### src/rtl/control_unit_if.sv
// Control bundle between the multicycle control unit and its datapath.
// The master modport is the control unit; the slave modport is the datapath.
interface control_unit_if;
  logic [3:0] opcode;
  logic       compare;
  logic [1:0] Mux1_alu_B;
  logic [2:0] Mux2_alu_A;
  logic [1:0] Mux3_RF_wen;
  logic [2:0] Mux4_RF_wadd;
  logic [1:0] Mux5_RF_read2;
  logic       Mux6_RF_dataIn;
  logic [1:0] Mux8_memwrite;
  logic       Mux9_memDataIn;
  logic       CZ_en;
  logic       ALU_op;
  logic       memRead;
  logic       wIR;
  logic       wAtmp;
  logic       resetT1;
  logic [2:0] counter;
  logic       instr_done;

  modport master (
    input  opcode, compare,
    output Mux1_alu_B, Mux2_alu_A, Mux3_RF_wen, Mux4_RF_wadd, Mux5_RF_read2,
           Mux6_RF_dataIn, Mux8_memwrite, Mux9_memDataIn, CZ_en, ALU_op,
           memRead, wIR, wAtmp, resetT1, counter, instr_done
  );

  modport slave (
    output opcode, compare,
    input  Mux1_alu_B, Mux2_alu_A, Mux3_RF_wen, Mux4_RF_wadd, Mux5_RF_read2,
           Mux6_RF_dataIn, Mux8_memwrite, Mux9_memDataIn, CZ_en, ALU_op,
           memRead, wIR, wAtmp, resetT1, counter, instr_done
  );
endinterface

### src/rtl/control_unit.sv
// Moore-style multicycle control FSM for the 16-bit datapath.
// Define CTRL_BRANCH_EN to add BEQ/JAL/JLR; otherwise those opcodes run as NOP.
module control_unit #(
  parameter int MEM_WAIT = 0
) (
  input  logic            clk,
  input  logic            reset,
  control_unit_if.master  bus
);

  localparam logic [2:0] MEM_WAIT_W = 3'(MEM_WAIT);

  localparam logic [3:0] OP_ADD = 4'b0000;
  localparam logic [3:0] OP_ADI = 4'b0001;
  localparam logic [3:0] OP_NDU = 4'b0010;
  localparam logic [3:0] OP_LHI = 4'b0011;
  localparam logic [3:0] OP_LW  = 4'b0100;
  localparam logic [3:0] OP_SW  = 4'b0101;

  localparam logic [4:0] S_F0     = 5'd0;
  localparam logic [4:0] S_F1     = 5'd1;
  localparam logic [4:0] S_F2     = 5'd2;
  localparam logic [4:0] S_EX_ADD = 5'd3;
  localparam logic [4:0] S_EX_NDU = 5'd4;
  localparam logic [4:0] S_WB_R   = 5'd5;
  localparam logic [4:0] S_EX_ADI = 5'd6;
  localparam logic [4:0] S_WB_I   = 5'd7;
  localparam logic [4:0] S_EX_LHI = 5'd8;
  localparam logic [4:0] S_WB_L   = 5'd9;
  localparam logic [4:0] S_AD     = 5'd10;
  localparam logic [4:0] S_LD     = 5'd11;
  localparam logic [4:0] S_ST     = 5'd12;
  localparam logic [4:0] S_NP     = 5'd13;
`ifdef CTRL_BRANCH_EN
  localparam logic [3:0] OP_JAL = 4'b1000;
  localparam logic [3:0] OP_JLR = 4'b1001;
  localparam logic [3:0] OP_BEQ = 4'b1100;

  localparam logic [4:0] S_B0   = 5'd14;
  localparam logic [4:0] S_B1   = 5'd15;
  localparam logic [4:0] S_B2   = 5'd16;
  localparam logic [4:0] S_J0   = 5'd17;
  localparam logic [4:0] S_J1A  = 5'd18;
  localparam logic [4:0] S_J1R  = 5'd19;
  localparam logic [4:0] S_J2   = 5'd20;
`endif

  logic [4:0] state_q, state_d;
  logic [2:0] wait_q, wait_d;
  logic       run_q, run_d;

  logic [1:0] mux1, mux3, mux5, mux8;
  logic [2:0] mux2, mux4;
  logic       mux6, mux9, cz_en, alu_op, mem_read, wir, done;

  function automatic logic is_mem_state(input logic [4:0] s);
    return (s == S_F1) || (s == S_LD) || (s == S_ST);
  endfunction

  // Next-state and wait-counter logic; run_q holds F0 one extra cycle after reset release.
  always_comb begin
    state_d = state_q;
    wait_d  = wait_q;
    run_d   = 1'b1;
    case (state_q)
      S_F0: begin
        if (run_q) state_d = S_F1;
        else       state_d = S_F0;
      end
      S_F1: begin
        if (wait_q == 3'd0) state_d = S_F2;
        else                wait_d  = wait_q - 3'd1;
      end
      S_F2: begin
        case (bus.opcode)
          OP_ADD:  state_d = S_EX_ADD;
          OP_NDU:  state_d = S_EX_NDU;
          OP_ADI:  state_d = S_EX_ADI;
          OP_LHI:  state_d = S_EX_LHI;
          OP_LW:   state_d = S_AD;
          OP_SW:   state_d = S_AD;
`ifdef CTRL_BRANCH_EN
          OP_BEQ:  state_d = S_B0;
          OP_JAL:  state_d = S_J0;
          OP_JLR:  state_d = S_J0;
`endif
          default: state_d = S_NP;
        endcase
      end
      S_EX_ADD, S_EX_NDU: state_d = S_WB_R;
      S_EX_ADI:           state_d = S_WB_I;
      S_EX_LHI:           state_d = S_WB_L;
      S_AD: begin
        if (bus.opcode == OP_SW) state_d = S_ST;
        else                     state_d = S_LD;
      end
      S_LD, S_ST: begin
        if (wait_q == 3'd0) state_d = S_F0;
        else                wait_d  = wait_q - 3'd1;
      end
`ifdef CTRL_BRANCH_EN
      S_B0: begin
        if (bus.compare) state_d = S_B1;
        else             state_d = S_F0;
      end
      S_B1: state_d = S_B2;
      S_J0: begin
        if (bus.opcode == OP_JLR) state_d = S_J1R;
        else                      state_d = S_J1A;
      end
      S_J1A, S_J1R: state_d = S_J2;
      S_B2, S_J2:   state_d = S_F0;
`endif
      default: state_d = S_F0;
    endcase
    // Every entry into a memory state restarts the wait count.
    if ((state_d != state_q) && is_mem_state(state_d)) wait_d = MEM_WAIT_W;
    else                                               wait_d = wait_d;
  end

  // State, wait counter and post-reset hold flag.
  always_ff @(posedge clk or posedge reset) begin
    if (reset) begin
      state_q <= S_F0;
      wait_q  <= 3'd0;
      run_q   <= 1'b0;
    end else begin
      state_q <= state_d;
      wait_q  <= wait_d;
      run_q   <= run_d;
    end
  end

  // Moore output decode; only BEQ completion looks at compare.
  always_comb begin
    mux1     = 2'd0;
    mux2     = 3'd0;
    mux3     = 2'd0;
    mux4     = 3'd0;
    mux5     = 2'd0;
    mux6     = 1'b0;
    mux8     = 2'd0;
    mux9     = 1'b0;
    cz_en    = 1'b0;
    alu_op   = 1'b0;
    mem_read = 1'b0;
    wir      = 1'b0;
    done     = 1'b0;
    case (state_q)
      S_F0: begin
        mux5 = 2'd2; mux1 = 2'd2; mux2 = 3'd0;
      end
      S_F1: begin
        mem_read = 1'b1; wir = 1'b1; mux5 = 2'd2; mux1 = 2'd2; mux2 = 3'd1;
      end
      S_F2: begin
        mux4 = 3'd3; mux3 = 2'd1; mux6 = 1'b1;
      end
      S_EX_ADD: begin
        mux2 = 3'd5; mux1 = 2'd2; cz_en = 1'b1; alu_op = 1'b0;
      end
      S_EX_NDU: begin
        mux2 = 3'd5; mux1 = 2'd2; cz_en = 1'b1; alu_op = 1'b1;
      end
      S_WB_R: begin
        mux4 = 3'd1; mux3 = 2'd2; mux6 = 1'b1; done = 1'b1;
      end
      S_EX_ADI: begin
        mux2 = 3'd5; mux1 = 2'd3; cz_en = 1'b1;
      end
      S_WB_I: begin
        mux4 = 3'd4; mux3 = 2'd1; mux6 = 1'b1; done = 1'b1;
      end
      S_EX_LHI: begin
        mux2 = 3'd2; mux1 = 2'd0;
      end
      S_WB_L: begin
        mux4 = 3'd0; mux3 = 2'd1; mux6 = 1'b1; done = 1'b1;
      end
      S_AD: begin
        mux5 = 2'd0; mux1 = 2'd2; mux2 = 3'd3;
      end
      S_LD: begin
        mem_read = 1'b1; mux4 = 3'd0; mux3 = 2'd1; mux6 = 1'b0;
        done = (wait_q == 3'd0);
      end
      S_ST: begin
        mux8 = 2'd1; mux9 = 1'b0;
        done = (wait_q == 3'd0);
      end
      S_NP: done = 1'b1;
`ifdef CTRL_BRANCH_EN
      S_B0: begin
        mux5 = 2'd0; mux1 = 2'd2; mux2 = 3'd5; done = ~bus.compare;
      end
      S_B1: begin
        mux5 = 2'd2; mux1 = 2'd2; mux2 = 3'd3;
      end
      S_J0: begin
        mux5 = 2'd2; mux1 = 2'd2; mux2 = 3'd0;
      end
      S_J1A: begin
        mux4 = 3'd0; mux3 = 2'd1; mux6 = 1'b1; mux5 = 2'd2; mux1 = 2'd2; mux2 = 3'd4;
      end
      S_J1R: begin
        mux4 = 3'd0; mux3 = 2'd1; mux6 = 1'b1; mux5 = 2'd0; mux1 = 2'd2; mux2 = 3'd0;
      end
      // B2 and J2 both restore R7 from T1, so the link written in J1 is overwritten when ra is R7.
      S_B2, S_J2: begin
        mux4 = 3'd3; mux3 = 2'd1; mux6 = 1'b1; done = 1'b1;
      end
`endif
      default: done = 1'b0;
    endcase
  end

  assign bus.Mux1_alu_B     = mux1;
  assign bus.Mux2_alu_A     = mux2;
  assign bus.Mux3_RF_wen    = mux3;
  assign bus.Mux4_RF_wadd   = mux4;
  assign bus.Mux5_RF_read2  = mux5;
  assign bus.Mux6_RF_dataIn = mux6;
  assign bus.Mux8_memwrite  = mux8;
  assign bus.Mux9_memDataIn = mux9;
  assign bus.CZ_en          = cz_en;
  assign bus.ALU_op         = alu_op;
  assign bus.memRead        = mem_read;
  assign bus.wIR            = wir;
  assign bus.wAtmp          = 1'b0;
  assign bus.resetT1        = 1'b1;
  assign bus.counter        = 3'd0;
  assign bus.instr_done     = done;

endmodule

### src/flat_wrapper.sv
// flat-port wrapper written by rule: the top's interface ports become plain ports
module control_unit_flat 
#(
  parameter int MEM_WAIT = 0
)
  (clk, reset, bus_opcode, bus_compare, bus_Mux1_alu_B, bus_Mux2_alu_A, bus_Mux3_RF_wen, bus_Mux4_RF_wadd, bus_Mux5_RF_read2, bus_Mux6_RF_dataIn, bus_Mux8_memwrite, bus_Mux9_memDataIn, bus_CZ_en, bus_ALU_op, bus_memRead, bus_wIR, bus_wAtmp, bus_resetT1, bus_counter, bus_instr_done);
  control_unit_if bus_i ();
  input  logic clk;
  input  logic reset;
  input wire logic [$bits(bus_i.opcode)-1:0] bus_opcode;
  input wire logic [$bits(bus_i.compare)-1:0] bus_compare;
  output wire logic [$bits(bus_i.Mux1_alu_B)-1:0] bus_Mux1_alu_B;
  output wire logic [$bits(bus_i.Mux2_alu_A)-1:0] bus_Mux2_alu_A;
  output wire logic [$bits(bus_i.Mux3_RF_wen)-1:0] bus_Mux3_RF_wen;
  output wire logic [$bits(bus_i.Mux4_RF_wadd)-1:0] bus_Mux4_RF_wadd;
  output wire logic [$bits(bus_i.Mux5_RF_read2)-1:0] bus_Mux5_RF_read2;
  output wire logic [$bits(bus_i.Mux6_RF_dataIn)-1:0] bus_Mux6_RF_dataIn;
  output wire logic [$bits(bus_i.Mux8_memwrite)-1:0] bus_Mux8_memwrite;
  output wire logic [$bits(bus_i.Mux9_memDataIn)-1:0] bus_Mux9_memDataIn;
  output wire logic [$bits(bus_i.CZ_en)-1:0] bus_CZ_en;
  output wire logic [$bits(bus_i.ALU_op)-1:0] bus_ALU_op;
  output wire logic [$bits(bus_i.memRead)-1:0] bus_memRead;
  output wire logic [$bits(bus_i.wIR)-1:0] bus_wIR;
  output wire logic [$bits(bus_i.wAtmp)-1:0] bus_wAtmp;
  output wire logic [$bits(bus_i.resetT1)-1:0] bus_resetT1;
  output wire logic [$bits(bus_i.counter)-1:0] bus_counter;
  output wire logic [$bits(bus_i.instr_done)-1:0] bus_instr_done;
  assign bus_i.opcode = bus_opcode;
  assign bus_i.compare = bus_compare;
  assign bus_Mux1_alu_B = bus_i.Mux1_alu_B;
  assign bus_Mux2_alu_A = bus_i.Mux2_alu_A;
  assign bus_Mux3_RF_wen = bus_i.Mux3_RF_wen;
  assign bus_Mux4_RF_wadd = bus_i.Mux4_RF_wadd;
  assign bus_Mux5_RF_read2 = bus_i.Mux5_RF_read2;
  assign bus_Mux6_RF_dataIn = bus_i.Mux6_RF_dataIn;
  assign bus_Mux8_memwrite = bus_i.Mux8_memwrite;
  assign bus_Mux9_memDataIn = bus_i.Mux9_memDataIn;
  assign bus_CZ_en = bus_i.CZ_en;
  assign bus_ALU_op = bus_i.ALU_op;
  assign bus_memRead = bus_i.memRead;
  assign bus_wIR = bus_i.wIR;
  assign bus_wAtmp = bus_i.wAtmp;
  assign bus_resetT1 = bus_i.resetT1;
  assign bus_counter = bus_i.counter;
  assign bus_instr_done = bus_i.instr_done;
  control_unit #(.MEM_WAIT(MEM_WAIT)) u_core (.clk(clk), .reset(reset), .bus(bus_i));
endmodule
### config.mk
export PLATFORM = sky130hd
export DESIGN_NAME = control_unit_flat
export DESIGN_NICKNAME = d
export VERILOG_FILES = /design/src/rtl/control_unit_if.sv /design/src/rtl/control_unit.sv /design/src/flat_wrapper.sv
export SDC_FILE = /design/constraint.sdc
export NUM_CORES = 1
export LEC_CHECK = 0
export ABC_AREA = 1
export BUFFER_PORTS_ARGS = -buffer_cell sky130_fd_sc_hd__buf_2
export CAP_MARGIN = 20
export CORE_MARGIN = 2
export CORE_UTILIZATION = 45
export DETAILED_ROUTE_END_ITERATION = 16
export HOLD_SLACK_MARGIN = 0.08
export PLACE_DENSITY = 0.7
export SYNTH_ARGS = -nofsm -noshare
export SYNTH_HDL_FRONTEND = slang
export SYNTH_SLANG_ARGS = --single-unit
export TNS_END_PERCENT = 50
### constraint.sdc
create_clock -name clk -period 2.25 [get_ports clk]
set_clock_uncertainty 0.2 [all_clocks]
set_input_delay 0.45 -clock clk [delete_from_list [all_inputs] [get_ports clk]]
set_output_delay 0.45 -clock clk [all_outputs]
set_load 0.1 [all_outputs]
==> flow_summary.toml, run 1 <==
[status]
status = "complete, but fails checks"
violations = "setup timing"

[worst_hold_path]
min_path_type = "reg -> reg"

[power_and_ir_drop]
p_total_mw = 0.774
power_density_nw_per_um2 = 441
p_leak_nw = 0.924
vdd_drop_max_uv = 467

[sta]
fin_crit_ns = 2.31
max_freq_ghz = 0.432
rsz0062_at_grt = "true"
hold_violations = 0
setup_viol = 7
finalCritPeriodShare_pct = 103
final_max_slew_viol_count = 0
hold_slack_ns = 0.361
worst_slack_ns = -0.0637

[synthesis]
synth_area_leaders = "dfrtp_1 (23%), nand2_1 (12%), nor2_1 (10%)"
synthCells = 157
synth_cell_types = 26
yosys.area.top_type = "dfrtp_1"
syn_area_um2 = 968
synth-seq-area-share_pct = 23.3
syn_area_per_cell_um2 = 6.17
ys_ff_latch = 9
synth_top_area_share_pct = 23.3
yosys_warnings = 0

[critical_path]
cp.required_ns = 1.60
worstSetupEndpointType = "output pin"
crit_fanout = 7
arrival_ns = 1.66
critPathKind = "reg -> out"
crit_path_start_kind = "flop"

[cells_and_area]
layout_commonest_cell = "nand2_1"
layout-drive-gt1-share_pct = 47.8
layout_common_cells = "nand2_1 (27), inv_1 (20), nor2_1 (20)"
nets = 213
n_antenna_cell = 0
area_growth_pct = 81.1
postLayoutCoreUtil_pct = 87.6

[clocking]
htree_levels = 1
clock-root-buffer = "clkbuf_4"
cts_buffer_depth = 2
numClockSinks = 9
cts_tree = "built"
clk-insertion-delay-late_ns = 0.25
cts_made_buffers = 3
clk_pin_slew_ns = 0.06

[job]
drv_cap = 0

[detailed_routing]
drt_iter0_markers = 50
drc = 0
wl_um = 3880
avgViaCountPerCell = 5.47
dr_total_vias = 1259
final_antenna_net_count = 0
routedWlPerCell_um = 16.9
drt_pass1_iterations = 4

[global_routing]
grt_pass1_wl_um = 5340
grt_overflow = 0
track_usage_pct = 28.1
grt_pass1_vias = 1157
grt_max_degree = 10
antenna_found_initial = 0

[place]
port_buffers = 23
gp_congestion = 0.882
dpl.hpwl_um = 2090

[floorplan]
fp.dieArea_um2 = 2540
dieWidth_um = 50.4
io_pins = 33
die_y_um = 50.4
start_util_pct = 48.4
core_area_um2 = 2000
std_cell_rows = 16
-- power by group --
| part | switching (mW) | internal [mW] |
|---|---|---|
| Clock | 0.0482 | 0.0678 |
| Combinational | 0.319 | 0.134 |
| Sequential | 0.0206 | 0.185 |
-- cell families after synthesis --
logic type      Yosys count  share of synthesized area [%]
fa+ha+maj                 2                           2.58
compound gates           10                           5.68
simple gates             93                           47.3
buf+inv                  40                           19.5
other cells               2                          0.775
xor+xnor                  1                          0.905
flops                     9                           23.3
-- worst paths after layout --
kind	startpoint	end	slack, ns	cells past startpoint
min reg2reg	u_core.wait_q[1]$_DFFE_PP0P_	u_core.wait_q[1]$_DFFE_PP0P_	0.36	2
min	u_core.wait_q[1]$_DFFE_PP0P_	u_core.wait_q[1]$_DFFE_PP0P_	0.36	2
max reg2reg	u_core.state_q[1]$_DFF_PP0_	u_core.wait_q[2]$_DFFE_PP0P_	0.12	14
max in group asynchronous	reset	u_core.state_q[1]$_DFF_PP0_	1.09	3
max	u_core.state_q[3]$_DFF_PP0_	bus_instr_done	-0.06	7
min in group asynchronous	reset	u_core.wait_q[2]$_DFFE_PP0P_	0.49	3
-- synthesized netlist by cell type --
| library cell | n |
|---|---|
| a21oi_1 | 2 |
| buf_4 | 10 |
| clkinv_1 | 1 |
| clkinv_2 | 1 |
| conb_1 | 2 |
| dfrtp_1 | 9 |
| ha_1 | 2 |
| inv_1 | 25 |
| inv_2 | 3 |
| nand2_1 | 32 |
| nand2_2 | 3 |
| nand3_1 | 10 |
| nand3_2 | 6 |
| nand3_4 | 1 |
| nand3b_1 | 1 |
| nand4_1 | 3 |
| nor2_1 | 27 |
| nor2_2 | 5 |
| nor2_4 | 1 |
| nor3_1 | 3 |
| o21ai_0 | 3 |
| o21ai_1 | 3 |
| o221ai_1 | 1 |
| o22ai_1 | 1 |
| or2_2 | 1 |
| xor2_1 | 1 |
-- flip-flops by register name, indices dropped and copies added (netlist names) --
name,count
u_core.state_q,5
u_core.wait_q,3
u_core.run_q,1
-- stage by stage --
step	area (µm²)	std cells	setup TNS, ns	setup WS, ns
3_3_place_gp	1400	208	0	0.144
3_5_place_dp	1400	208	0	0.0688
2_1_floorplan	1050	165	-3.87	-0.661
5_1_grt	1750	230	-0.865	-0.142
4_1_cts	1680	226	-0.00919	-0.00919
6_report	1750	230	-0.176	-0.0637
-- layer usage --
metal / global-route usage [%] / share of wire [%] / vias to the layer above / wire, µm
met5: 0 / 0 / - / 0
met4: 15.3 / 5.1 / 0 / 199
met3: 3.87 / 8.2 / 22 / 319
met2: 47.4 / 51 / 103 / 2000
met1: 34.3 / 35 / 575 / 1370
li1: - / - / 559 / -
-- cell type report --
cell class	count	area [µm²]
clock buffer	4	26.3
fill	106	248
inverter	30	128
multi-input combinational	116	763
sequential	9	230
tap	27	33.8
timing repair buffer	44	573
-- worst max-delay path, stage by stage, from the launching register on --
cell      delay, ns
dfrtp_2        0.50
inv_2          0.10
nor2_2         0.16
nand3_4        0.09
nand2_2        0.10
inv_2          0.06
o221ai_4       0.19
buf_12         0.20
-- what timing repair did --
| action | 4_1_cts | 5_1_grt |
|---|---|---|
| gates resized for setup | 32 | 11 |
| pin swaps | 10 | 4 |
| buffers inserted | 14 | 4 |
| endpoints found under the setup margin | 7 | 16 |
| endpoints found under the hold margin | 9 | 0 |
| hold buffers | 1 | 0 |
Note: power is estimated with default switching activity, not from simulation.
==> run 2, diff against run 1 <==
--- a/config.mk
+++ b/config.mk
@@ -11,8 +11,10 @@
 export CORE_MARGIN = 2
 export CORE_UTILIZATION = 45
 export DETAILED_ROUTE_END_ITERATION = 16
+export GPL_TIMING_DRIVEN = 0
 export HOLD_SLACK_MARGIN = 0.08
 export PLACE_DENSITY = 0.7
+export SETUP_SLACK_MARGIN = 0.15
 export SYNTH_ARGS = -nofsm -noshare
 export SYNTH_HDL_FRONTEND = slang
 export SYNTH_SLANG_ARGS = --single-unit
==> flow_summary.toml, run 2 (synthesis gave the netlist of run 1 again) <==
[global_routing]
grt_max_degree = 11
antenna_found_initial = 0
grt_overflow = 0
met3_usage_pct = 2.68
grt_pass1_vias = 1036
grt_pass1_wl_um = 4220
grt.met1_usage_pct = 25.5
globalRoute.busiestLayer = "met2"
track_usage_pct = 21.8
use_met2_pct = 39.5

[detailed_routing]
drt_pass1_iterations = 8
final_antenna_net_count = 0
wl_um = 3520
dr_total_vias = 1201
drt_iter0_markers = 51
routedWlPerCell_um = 15.3
drc = 0
avgViaCountPerCell = 5.20

[sta]
hold_violations = 0
fin_crit_ns = 2.48
worst_slack_ns = -0.233
finalCritPeriodShare_pct = 110
max_freq_ghz = 0.403
final_max_slew_viol_count = 0
rsz0062_at_grt = "true"
hold_slack_ns = 0.358
setup_viol = 8

[critical_path]
cp_slowest_cell = "dfrtp_2"
cp.buffers_inverters = 2
crit_fanout = 7
worstSetupEndpointType = "output pin"
arrival_ns = 1.83
path_cells = "nor2_4 > nand3_2 > clkinv_2 > a21oi_1 > nand3b_1 > buf_8"
cpLargestDelayFamily = "flip-flops"
cp.required_ns = 1.60
crit_path_start_kind = "flop"
crit_path_max_incr_delay_ns = 0.50
critPathKind = "reg -> out"

[clocking]
cts_made_buffers = 3
cts_tree = "built"
cts_buffer_depth = 2
numClockSinks = 9
clk-insertion-delay-late_ns = 0.26
clock-root-buffer = "clkbuf_4"
htree_levels = 1
clk_pin_slew_ns = 0.06

[place]
port_buffers = 23
gp_congestion = 0.901
dpl.hpwl_um = 1880
dpl-instance-area_um2 = 1220

[job]
drv_cap = 0

[power_and_ir_drop]
pwr-share-seq_pct = 27.0
power_frac_comb_pct = 56.9
vdd_drop_max_uv = 407
p_int_mw = 0.380
switching_power_mw = 0.384
p_leak_nw = 0.897
p_sw_share_pct = 50.3
p_clk_share_pct = 16.1
power_density_nw_per_um2 = 461

[cells_and_area]
layout_commonest_cell = "nand2_1"
n_antenna_cell = 0
area_growth_pct = 71.1
regMostFlops = "u_core.state_q"
fin_area_um2 = 1660
layout-drive-gt1-share_pct = 48.5
nets = 214
largest_reg_flops = 5
layout_common_cells = "nand2_1 (28), nor2_1 (20), buf_4 (19)"
fillers = 117
top_regs = "u_core.state_q x5, u_core.wait_q x3, u_core.run_q x1"

[floorplan]
io_pins = 33
start_util_pct = 48.4
fp.dieArea_um2 = 2540
dieWidth_um = 50.4
die_y_um = 50.4
core_area_um2 = 2000
std_cell_rows = 16

[worst_hold_path]
min_path_type = "reg -> reg"

[status]
status = "complete, but fails checks"
violations = "setup timing"
[run 2: changes by cell type in the layout (fill, tap and decap cells not counted), moves of 2 or more]
cell     before  now
inv_2         5   10
buf_12       19   12
nand3_2       5    7
buf_8         0    4
inv_1        20   18
nand3_4       6    4
nand2_4       3    1
buf_4        14   19
[run 2: what timing repair did]
item                                    4_1_cts  5_1_grt
endpoints found under the setup margin       18       19
setup buffers                                 4        7
hold buffers                                  1        0
hold endpoints to repair                      9        0
gates resized for setup                      47       39
pin swaps                                     4        4
cloned                                        0        0
[run 2: cell type report]
| cell class | instances | area (µm²) | area share, % |
|---|---|---|---|
| timing repair buffer | 35 | 444 | 26.8 |
| tap | 27 | 33.8 | 2.04 |
| buffer | 10 | 78.8 | 4.76 |
| inverter | 30 | 116 | 7.02 |
| sequential | 9 | 231 | 14.0 |
| clock buffer | 4 | 26.3 | 1.59 |
| multi-input combinational | 116 | 726 | 43.8 |
[run 2: power by group through the flow]
stage               combinational [mW]  sequential, mW  clock [mW]
CTS                              0.394           0.203       0.129
global placement                 0.339           0.204           0
global route                     0.462           0.209       0.142
finish                           0.435           0.206       0.123
detailed placement               0.346           0.205           0
floorplan                        0.300           0.201           0
[run 2: worst register-to-register path, cell delays in order, from the launching register on]
cell and delay, ns:
dfrtp_2 0.50, nand2_1 0.18, nor2_4 0.15, nand2_1 0.14, nor2_2 0.14, nor2_2 0.06
nand3_2 0.11, nand3_1 0.09, nand2_1 0.07, nand2_1 0.06, nor2_1 0.09, nor2_1 0.05
[run 2: stage by stage]
step / power, mW / cells / TNS (ns) / util (%) / setup WS, ns
after detailed placement: 0.551 / 215 / -0.0442 / 61.0 / -0.0442
after CTS: 0.726 / 224 / -0.0132 / 71.9 / -0.0112
after global routing: 0.813 / 231 / -1.22 / 82.8 / -0.348
after floorplan: 0.501 / 165 / -3.39 / - / -0.657
after global placement: 0.543 / 215 / -0.0499 / 61.0 / -0.0499
final: 0.765 / 231 / -0.609 / 82.8 / -0.233
[run 2: final timing paths]
path | start | end | slack (ns) | depth (start not counted)
setup / recovery | u_core.state_q[3]$_DFF_PP0_ | bus_Mux3_RF_wen[0] | -0.23 | 6
hold / removal | u_core.wait_q[0]$_DFFE_PP0P_ | u_core.wait_q[0]$_DFFE_PP0P_ | 0.36 | 3
setup reg to reg | u_core.state_q[3]$_DFF_PP0_ | u_core.wait_q[2]$_DFFE_PP0P_ | 0.30 | 11
hold reg to reg | u_core.wait_q[0]$_DFFE_PP0P_ | u_core.wait_q[0]$_DFFE_PP0P_ | 0.36 | 3
max in group asynchronous | reset | u_core.state_q[1]$_DFF_PP0_ | 1.08 | 3
min in group asynchronous | reset | u_core.wait_q[2]$_DFFE_PP0P_ | 0.49 | 3
[run 2: per-layer routing]
| metal | wire [µm] | vias to the layer above | part of all wire [%] |
|---|---|---|---|
| met5 | 0 | - | 0 |
| li1 | - | 562 | - |
| met2 | 1710 | 86 | 49 |
| met4 | 194 | 0 | 5.5 |
| met1 | 1290 | 528 | 37 |
| met3 | 320 | 25 | 9.1 |
==> run 3, diff against run 2 <==
--- a/config.mk
+++ b/config.mk
@@ -13,8 +13,9 @@
 export DETAILED_ROUTE_END_ITERATION = 16
 export GPL_TIMING_DRIVEN = 0
 export HOLD_SLACK_MARGIN = 0.08
-export PLACE_DENSITY = 0.7
+export PLACE_DENSITY = 0.73
 export SETUP_SLACK_MARGIN = 0.15
+export SLEW_MARGIN = 10
 export SYNTH_ARGS = -nofsm -noshare
 export SYNTH_HDL_FRONTEND = slang
 export SYNTH_SLANG_ARGS = --single-unit
==> constraint.sdc (replaced) <==
create_clock -name clk -period 2.04 [get_ports clk]
set_clock_uncertainty 0.2 [all_clocks]
set_input_delay 0.408 -clock clk [delete_from_list [all_inputs] [get_ports clk]]
set_output_delay 0.408 -clock clk [all_outputs]
set_load 0.1 [all_outputs]
==> flow_summary.toml, run 3 (synthesis gave the netlist of run 1 again) <==
[global_routing]
grt_pass1_vias = 1170
track_usage_pct = 29.6
grt_pass1_wl_um = 5500
grt_overflow = 0
grt_max_degree = 11
met3_usage_pct = 4.46
grt.met1_usage_pct = 32.7
globalRoute.busiestLayer = "met2"
antenna_found_initial = 0
use_met2_pct = 49.3

[worst_hold_path]
min_path_type = "reg -> reg"
hold_depth = 3
hp-start = "u_core.wait_q[0]$_DFFE_PP0P_"
min_to = "u_core.wait_q[0]$_DFFE_PP0P_"

[floorplan]
start_util_pct = 48.4
die_y_um = 50.4
dieWidth_um = 50.4
std_cell_rows = 16
fp.dieArea_um2 = 2540
core_area_um2 = 2000
io_pins = 33

[cells_and_area]
postLayoutCoreUtil_pct = 90.1
nets = 224
multi_input_area_um2 = 764
area_growth_pct = 86.3
regMostFlops = "u_core.state_q"
layout-drive-gt1-share_pct = 53.7
layout_common_cells = "buf_4 (28), nand2_1 (26), inv_1 (18), nor2_1 (18), buf_12 (16)"
layout_commonest_cell = "buf_4"
fillers = 78
largest_reg_flops = 5
top_regs = "u_core.state_q x5, u_core.wait_q x3, u_core.run_q x1"
n_antenna_cell = 0
register_area_um2 = 231

[place]
gp_congestion = 0.909
post-place-ws_ns = -0.223
port_buffers = 23
dpl.hpwl_um = 1930

[power_and_ir_drop]
p_leak_nw = 0.969
vdd_drop_max_uv = 534
power_density_nw_per_um2 = 515
p_total_mw = 0.929

[clocking]
cts_made_buffers = 3
clk_pin_slew_ns = 0.08
cts_buffer_depth = 2
clock-root-buffer = "clkbuf_4"
cts_tree = "built"
clk-insertion-delay-late_ns = 0.28
numClockSinks = 9
htree_levels = 1

[critical_path]
worstSetupEndpointType = "output pin"
regToRegSetupSlack_ns = -0.22
critPathKind = "reg -> out"
cp_slowest_cell = "dfrtp_2"
cp.required_ns = 1.43
arrival_ns = 1.80
r2r.worst_path.cells = 14
crit_path_max_incr_delay_ns = 0.49
timing.rr.start = "u_core.state_q[1]$_DFF_PP0_"
r2r_end = "u_core.wait_q[2]$_DFFE_PP0P_"
crit_path_start_kind = "flop"
path_cells = "nor2_4 > nand3_1 > nand4_1 > buf_12"
crit_fanout = 5

[sta]
hold_violations = 0
tns_ns = -3.31
rsz0062_at_grt = "true"
setup_viol = 19
finalCritPeriodShare_pct = 118
max_freq_ghz = 0.415
fin_crit_ns = 2.41
hold_slack_ns = 0.362
worst_slack_ns = -0.372
final_max_slew_viol_count = 0

[detailed_routing]
routedWlPerCell_um = 20.2
avgViaCountPerCell = 5.91
dr_total_vias = 1424
drt_pass1_iterations = 5
final_antenna_net_count = 0
drc = 0
drt_iter0_markers = 150
wl_um = 4870

[status]
violations = "setup timing"
status = "complete, but fails checks"

[job]
drv_cap = 0
run 3: how the worst max path moves through the flow:
stage / start / end / slack (ns) / depth (start not counted)
after global routing: u_core.state_q[1]$_DFF_PP0_ / u_core.wait_q[2]$_DFFE_PP0P_ / -0.40 / 14
after CTS: u_core.state_q[1]$_DFF_PP0_ / bus_Mux1_alu_B[1] / -0.17 / 7
after global placement: u_core.state_q[0]$_DFF_PP0_ / bus_instr_done / -0.21 / 6
after floorplan: u_core.state_q[3]$_DFF_PP0_ / bus_Mux3_RF_wen[0] / -0.82 / 4
final: u_core.state_q[2]$_DFF_PP0_ / bus_Mux1_alu_B[1] / -0.37 / 4
after detailed placement: u_core.state_q[0]$_DFF_PP0_ / bus_instr_done / -0.22 / 6
run 3: power by group:
| group | switching, mW | total (mW) | leakage [nW] | internal, mW |
|---|---|---|---|---|
| Clock | 0.0739 | 0.147 | 0.0177 | 0.0726 |
| Combinational | 0.382 | 0.551 | 0.840 | 0.169 |
| Sequential | 0.0271 | 0.231 | 0.112 | 0.204 |
| Total | 0.483 | 0.929 | 0.969 | 0.446 |
run 3: routing by layer:
metal,vias up,share of wire (%),routed length [µm]
met5,-,0,0
met4,0,10,496
met3,56,10,503
met2,157,47,2290
met1,628,32,1580
li1,583,-,-
run 3: critical path: cells and delay by family, from the launching register on:
kind / cells / cell delay, ns
AND/OR/NAND/NOR: 3 / 0.82
flip-flops: 1 / 0.49
buffers and inverters: 1 / 0.21
run 3: layout make-up:
| type | count | area share [%] |
|---|---|---|
| timing repair buffer | 45 | 29.6 |
| multi-input combinational | 116 | 42.4 |
| buffer | 10 | 4.85 |
| clock inverter | 1 | 0.277 |
| inverter | 30 | 6.93 |
| sequential | 9 | 12.8 |
| clock buffer | 3 | 1.25 |
| tap | 27 | 1.87 |
run 3: stage by stage:
| step | instances | area [µm²] |
|---|---|---|
| 2_1_floorplan | 165 | 1080 |
| 3_3_place_gp | 215 | 1230 |
| 3_5_place_dp | 215 | 1230 |
| 4_1_cts | 230 | 1600 |
| 5_1_grt | 241 | 1800 |
| 6_report | 241 | 1800 |
run 3: repair_timing:
item / in CTS / in global routing
endpoints found under the hold margin: 9 / 0
setup endpoints to repair: 19 / 20
gates resized for setup: 73 / 32
hold buffers: 1 / 0
buffers inserted: 10 / 11
pin swaps: 8 / 16
